--- src/rtl/sr_excitation_encoder.sv ---
// Set/reset excitation encoder for a bank of positive-edge SR flops.
// Compares a requested level word with a shadow of the bank, then issues
// one s/r pulse (never s=r=1 per bit) followed by an optional hold gap.
module sr_excitation_encoder #(
  parameter int unsigned W            = 4,
  parameter int unsigned PULSE_CYCLES = 1,
  parameter int unsigned GAP_CYCLES   = 1
) (
  input  logic         clk,
  input  logic         rst_n,
  input  logic         tgt_valid,
  input  logic [W-1:0] tgt_data,
  output logic         tgt_ready,
  output logic [W-1:0] s,
  output logic [W-1:0] r,
  output logic [W-1:0] shadow_q,
  output logic         busy,
  output logic [7:0]   cmd_count
);

  localparam int unsigned CNT_W = 16;
  localparam int unsigned CNT_LOAD_PULSE = (PULSE_CYCLES > 0) ? PULSE_CYCLES - 1 : 0;
  localparam int unsigned CNT_LOAD_GAP   = (GAP_CYCLES > 0) ? GAP_CYCLES - 1 : 0;
  localparam bit          HAS_GAP        = (GAP_CYCLES > 0);

  typedef enum logic [1:0] {
    ST_IDLE  = 2'd0,
    ST_PULSE = 2'd1,
    ST_GAP   = 2'd2
  } state_t;

  state_t             state, state_n;
  logic [CNT_W-1:0]   cnt, cnt_n;
  logic [W-1:0]       latched, latched_n;
  logic               shadow_pend, shadow_pend_n;
  logic [W-1:0]       s_n, r_n, shadow_n;
  logic               ready_q, ready_n;
  logic               busy_n;
  logic [7:0]         cmd_count_n;

  logic [W-1:0]       set_c;
  logic [W-1:0]       rst_c;
  logic               accept_c;

  assign tgt_ready = ready_q;

  // Per-bit excitation against the shadow copy; set and rst are disjoint.
  always_comb begin
    set_c    = tgt_data & ~shadow_q;
    rst_c    = ~tgt_data & shadow_q;
    accept_c = tgt_valid & ready_q;
  end

  // Next-state and next-output logic.
  always_comb begin
    state_n       = state;
    cnt_n         = cnt;
    latched_n     = latched;
    shadow_pend_n = shadow_pend;
    s_n           = s;
    r_n           = r;
    shadow_n      = shadow_q;
    ready_n       = ready_q;
    busy_n        = busy;
    cmd_count_n   = cmd_count;

    unique case (state)
      ST_IDLE: begin
        if (accept_c) begin
          latched_n = tgt_data;
          if ((set_c | rst_c) != '0) begin
            state_n       = ST_PULSE;
            s_n           = set_c;
            r_n           = rst_c;
            cnt_n         = CNT_W'(CNT_LOAD_PULSE);
            shadow_pend_n = 1'b1;
            ready_n       = 1'b0;
            busy_n        = 1'b1;
            cmd_count_n   = cmd_count + 8'd1;
          end
        end
      end

      ST_PULSE: begin
        // Shadow tracks the bank at the edge where the bank captures s/r.
        if (shadow_pend) begin
          shadow_n      = latched;
          shadow_pend_n = 1'b0;
        end
        if (cnt == '0) begin
          s_n = '0;
          r_n = '0;
          if (HAS_GAP) begin
            state_n = ST_GAP;
            cnt_n   = CNT_W'(CNT_LOAD_GAP);
          end else begin
            state_n = ST_IDLE;
            ready_n = 1'b1;
            busy_n  = 1'b0;
          end
        end else begin
          cnt_n = cnt - CNT_W'(1);
        end
      end

      ST_GAP: begin
        if (cnt == '0) begin
          state_n = ST_IDLE;
          ready_n = 1'b1;
          busy_n  = 1'b0;
        end else begin
          cnt_n = cnt - CNT_W'(1);
        end
      end

      default: begin
        state_n       = ST_IDLE;
        s_n           = '0;
        r_n           = '0;
        shadow_pend_n = 1'b0;
        ready_n       = 1'b1;
        busy_n        = 1'b0;
      end
    endcase
  end

  // State and output registers; reset clears everything asynchronously.
  always_ff @(posedge clk or negedge rst_n) begin
    if (!rst_n) begin
      state       <= ST_IDLE;
      cnt         <= '0;
      latched     <= '0;
      shadow_pend <= 1'b0;
      s           <= '0;
      r           <= '0;
      shadow_q    <= '0;
      ready_q     <= 1'b1;
      busy        <= 1'b0;
      cmd_count   <= '0;
    end else begin
      state       <= state_n;
      cnt         <= cnt_n;
      latched     <= latched_n;
      shadow_pend <= shadow_pend_n;
      s           <= s_n;
      r           <= r_n;
      shadow_q    <= shadow_n;
      ready_q     <= ready_n;
      busy        <= busy_n;
      cmd_count   <= cmd_count_n;
    end
  end

  // The SR bank must never see s=r=1 on any channel.
  a_no_illegal_sr: assert property (@(posedge clk) disable iff (!rst_n) ((s & r) == '0));

endmodule

--- config.mk ---
export PLATFORM = sky130hd
export DESIGN_NAME = sr_excitation_encoder
export DESIGN_NICKNAME = d
export VERILOG_FILES = /design/src/rtl/sr_excitation_encoder.sv
export SDC_FILE = /design/constraint.sdc
export NUM_CORES = 1
export LEC_CHECK = 0
export ABC_AREA = 1
export BUFFER_PORTS_ARGS = -buffer_cell sky130_fd_sc_hd__buf_4
export CAP_MARGIN = 30
export CELL_PAD_IN_SITES_DETAIL_PLACEMENT = 1
export CELL_PAD_IN_SITES_GLOBAL_PLACEMENT = 1
export CORE_UTILIZATION = 43
export CTS_BUF_LIST = sky130_fd_sc_hd__clkbuf_8 sky130_fd_sc_hd__clkbuf_16
export CTS_CLUSTER_SIZE = 10
export DETAILED_ROUTE_END_ITERATION = 12
export PLACE_DENSITY = 0.88
export SLEW_MARGIN = 10
export SYNTH_ARGS = -nofsm -noshare
export SYNTH_HDL_FRONTEND = slang
export SYNTH_SLANG_ARGS = --single-unit
--- constraint.sdc ---
create_clock -name clk -period 2.14 [get_ports clk]
set_input_delay 0.214 -clock clk [delete_from_list [all_inputs] [get_ports clk]]
set_output_delay 0.214 -clock clk [all_outputs]
set_load 0.02 [all_outputs]
Yosys cells after proc, flatten, opt, wreduce, memory -nomap -nowiden:

Cells that the tools add are included.

* $add $sub $neg: 2
* multiply operators: 0
* divide/modulo/power cells: 0
* order comparisons: 0
* equality and inequality tests: 7
* shift operators: 0
* multiplexer cells: 26
* bitwise gates (word level): 8
* reduce and logical (&&, ||, !) cells: 12

Operator list (number)
* 16-bit two-way mux: 4
* 16-bit case mux with 3 select lines: 1
* 4-bit case mux with 3 select lines: 2
* 4-bit two-way mux: 5
* 16-bit zero test: 1
* 4-bit AND reduction: 4
* 16-bit by 1-bit subtractor with 16-bit output, second input constant: 1
* 2-bit inequality test, second input constant: 5
* 8-bit by 1-bit adder with 8-bit output, second input constant: 1
* 4-bit bitwise AND: 2
* 2-bit two-way mux: 4
* 4-bit NOT: 2
* 1-bit two-way mux: 6
* 1-bit case mux with 3 select lines: 2
* 2-bit case mux with 3 select lines: 1
* 3-bit AND reduction: 2
* 4-bit bitwise OR: 1
* 2-bit AND reduction: 2
* 4-bit nonzero test: 1
* 3-bit nonzero test: 1
* 2-bit by 1-bit == test with 1-bit output, second input constant: 1
* 2-bit == test, second input constant: 1
* 2-bit zero test: 1
* 1-bit NOT: 2
* 2 further kinds: 2

* bits in registers: 45
* bits in latches: 0
* memory bits (writable): 0
* ROM bits: 0
* output and inout bits: 22
* memories kept: 0

Depth between registers and ports, before layout:

* depth in word-level cells: 7
* mapped depth: 12
* depth with buffers taken out: 12

Worst setup path after synthesis:

Ideal clock, no wire load.

* path kind: register to register
* start point: reg shadow_q[2]
* end point: reg cnt[5]
* data arrival time: 1600 ps
* data required time: 2023 ps
* slack: 424 ps
* cell stages (with the launch flop): 12
* clock period less this slack: 1716 ps
* path through: dfrtp_1 > ha_1 > nand2_1 > nor2_1 > nand2_1 > nand2_1 > nor2_4 > buf_4 > nand3_2 > nand2_1 > nand2_1 > nor2_1

* word-level cells in the longest chain between the ends: 6
* elaborated cells on any way between the ends: 7

Ends and longest elaborated chain
* start: declaration: line 16 `output logic [W-1:0] shadow_q,`
* start signal: assignment: line 147 `shadow_q <= shadow_n;`
* 4-bit NOT: line 49 `set_c = tgt_data & ~shadow_q;`
* 4-bit bitwise AND: line 49
* 4-bit bitwise OR (*): line 71 `if ((set_c | rst_c) != '0) begin`
* 4-bit nonzero test (*): line 71
* 2-bit inequality test (no source line) (*)
* 4-bit AND reduction (no source line) (*)
* end signal: assignment: line 142 `cnt <= cnt_n;`
* end: declaration: line 33 `logic [CNT_W-1:0] cnt, cnt_n;`

Mark *: on every way between the ends. The rest lies on a longest branch, timed or not.
A chain may end at the register's enable or synchronous reset.

Final worst setup path:

* start point: reg shadow_q[3]
* end point: reg cnt[10]

Same word-level chain as after synthesis.

==> impl_metrics.yaml <==
floorplan:
  core_area_sq_um: 5640
  die_h_um: 79.6
  die_w_um: 79.6
  row_count: 27
  num_io_pins: 29
  initial_core_util_pct: 45.9
  die_area_sq_um: 6330
sta:
  hold_viol_final: 0
  fin_tns_setup_ns: 0
  rsz0062_at_grt: "no"
  slew_violations: 0
  clock_skew_ns: 0.00847
  slew_headroom_pct: 61.2
  timing.final.crit_share_pct: 90.6
  max_clock_freq_mhz: 516
  setup_violations: 0
  fin_crit_ns: 1.94
  worst_pin_slew_ns: 0.582
cells_and_area:
  n_antenna_cell: 0
  drive_above_1_share_pct: 16.9
  area_growth_pct: 14.7
  fillers: 694
  nets: 381
  fin_cells: 432
yosys:
  yosysWarningCount: 0
  syn_area_per_cell_sq_um: 7.97
  ys_seq_area_share_pct: 43.5
  synth.cell_area_sq_um: 2590
  synth.most_common_cell: "nand2_1"
  ys_ff_latch: 45
  synthTopCellsByCount: "nand2_1 (101), dfrtp_1 (44), inv_1 (38)"
  synth-async-reset-ratio_pct: 100
  synth_cells: 325
  ys_types: 28
  synth_area_leader_cell: "dfrtp_1"
  ys.flop_type: "dfrtp_1"
  synth-edff-count: 0
  synthTopCellsByArea: "dfrtp_1 (43%), nand2_1 (15%), ha_1 (7.2%), inv_1 (5.5%), nor2_1 (5.2%)"
  synth_fp_nets: 347
  synth_top_cell_area_share_pct: 42.5
worst_setup_path:
  crit_fanout: 8
  crit_arrival_ns: 2.14
  crit_path_top_delay_cell: "dfrtp_1"
  path_common_cell: "nand2_1"
  critical_path.startpoint_type: "flip-flop"
  worstSetupEndpointType: "flip-flop"
  crit_family: "simple AND/OR/NAND/NOR gates"
  path_class: "flip-flop to flip-flop"
  worstPathRequired_ns: 2.34
  cpPeakStageDelay_ns: 0.42
  crit_path_cell_trace: "ha_1 -> nand2_1 -> nor2_1 -> nand2_1 -> nand2_1 -> nor2_4 -> buf_4 -> nand3_1 -> nand2_1 -> nand2_1 -> nor2_1"
  crit_buf_inv: 1
drt:
  firstDrtPassIters: 4
  route.met2.wl_um: 3330
  viasPerCell: 5.03
  ant_nets: 0
  topRoutingLayerUsed: "met4"
  detail_route.iter0.violations: 89
  wl_met3_um: 120
  drc_errors: 0
  via_count: 2175
  drt-met1-wl_um: 2970
  drt_wl_total_um: 6480
  wl_per_cell_um: 15.0
cts:
  clk_pin_slew_ns: 0.09
  clk_latency_ns: 0.30
  root_buffer: "clkbuf_8"
  post_cts_buffers: 0
  clkSinkCount: 45
  htreeDepth: 2
  numCtsBuffers: 5
  clockBufferDepth: 2
  cts_tree: "yes"
global_routing:
  grt-ovfl-total: 0
  antenna_found_initial: 0
  grt_pass1_vias: 2330
  grt_pass1_wl_um: 10900
  grt_max_degree: 46
  gr-usage-all-layers_pct: 22.6
flow_run:
  maxCapViolCount: 0
place:
  dp.cells: 423
  hpwl_um: 4950
  portBuffers: 28
  gp_congestion: 0.796
power_and_ir_drop:
  p_per_area_nw_per_um2: 482
  ir_drop_uv: 291
  static-leakage-power_uw: 0.00159
run_status:
  status: "finished, final reports clean"
min_path:
  min_path_type: "primary input to flip-flop"
-- final timing paths --
check	to	start	slack [ns]	cells past startpoint
worst max-delay path	cnt[10]	shadow_q[3]	0.20	11
worst min-delay path	latched[3]	tgt_data[3]	0.21	3
worst max register to register	cnt[10]	shadow_q[3]	0.20	11
worst min register to register	r[0]	r[0]	0.48	2
max in group asynchronous	cmd_count[5]	rst_n	1.30	2
min in group asynchronous	cnt[7]	rst_n	0.44	2
-- through the flow --
stage	utilization [%]	setup slack (ns)	instance area [sq um]	power (uW)	hold slack [ns]
2_1_floorplan	-	0.424	2590	873	-0.0816
3_3_place_gp	50.9	0.291	2870	903	0.251
3_5_place_dp	50.9	0.234	2870	904	0.261
4_1_cts	52.7	0.185	2970	1440	0.205
5_1_grt	52.7	0.0474	2970	1490	0.225
6_report	52.7	0.201	2970	1430	0.211
-- worst min-delay path, delay by kind of cell --
| family | cells | cell delay (ns) |
|---|---|---|
| buf+inv | 2 | 0.18 |
| compound gates | 1 | 0.08 |
-- where the power goes --
part	switching, uW	internal (uW)
Clock	317	226
Combinational	25.9	11.6
Sequential	0	850
Total	343	1090
-- registers in the layout, summed over array words and instances, names as in the netlist --
| name | flops |
|---|---|
| latched | 4 |
| s | 4 |
| cnt | 16 |
| shadow_q | 4 |
| tgt_ready | 1 |
| shadow_pend | 1 |
| busy | 1 |
| r | 4 |
| cmd_count | 8 |
| state | 2 |
-- cells in the final DEF (no fill, tap or decap), types with 2 or more instances in the layout --
cell type	instances
nand4_1	7
nand3_1	21
nand2_2	4
nor2_1	36
clkbuf_8	5
clkinv_2	2
xnor2_1	5
inv_1	38
nor2_2	4
ha_1	15
dfrtp_1	44
buf_4	29
nor3_1	2
a21oi_1	5
nand3_2	4
nand2_4	4
o21ai_0	14
nand3b_1	3
xor2_1	5
nand2_1	101
nor2_4	3
-- logic make-up after synthesis --
group                      synth area share [%]
AOI/OAI and AO/OA                          3.96
xor gates and xnor gates                   3.38
adders and majority gates                  7.25
buffers and inverters                      6.77
DFF                                        43.5
and+or+nand+nor                            35.1
-- cell type report --
class	instances	area (sq um)	area share (%)
timing repair buffer	30	228	7.67
inverter	40	153	5.14
sequential	45	1130	38.0
tap	72	90.1	3.03
multi-input combinational	237	1290	43.3
clock buffer	5	68.8	2.32
clock inverter	3	17.5	0.590
-- per-layer routing --
metal / vias to the layer above / track usage [%]
met5: - / 0
met4: 0 / 6.55
met3: 7 / 3.43
met2: 25 / 40.6
met1: 1061 / 27.6
li1: 1082 / -
-- what timing repair did --
item	4_1_cts	5_1_grt
hold endpoints to repair	44	0
resized for setup	0	0
hold buffers	1	0
Note: power is estimated with default switching activity, not from simulation.
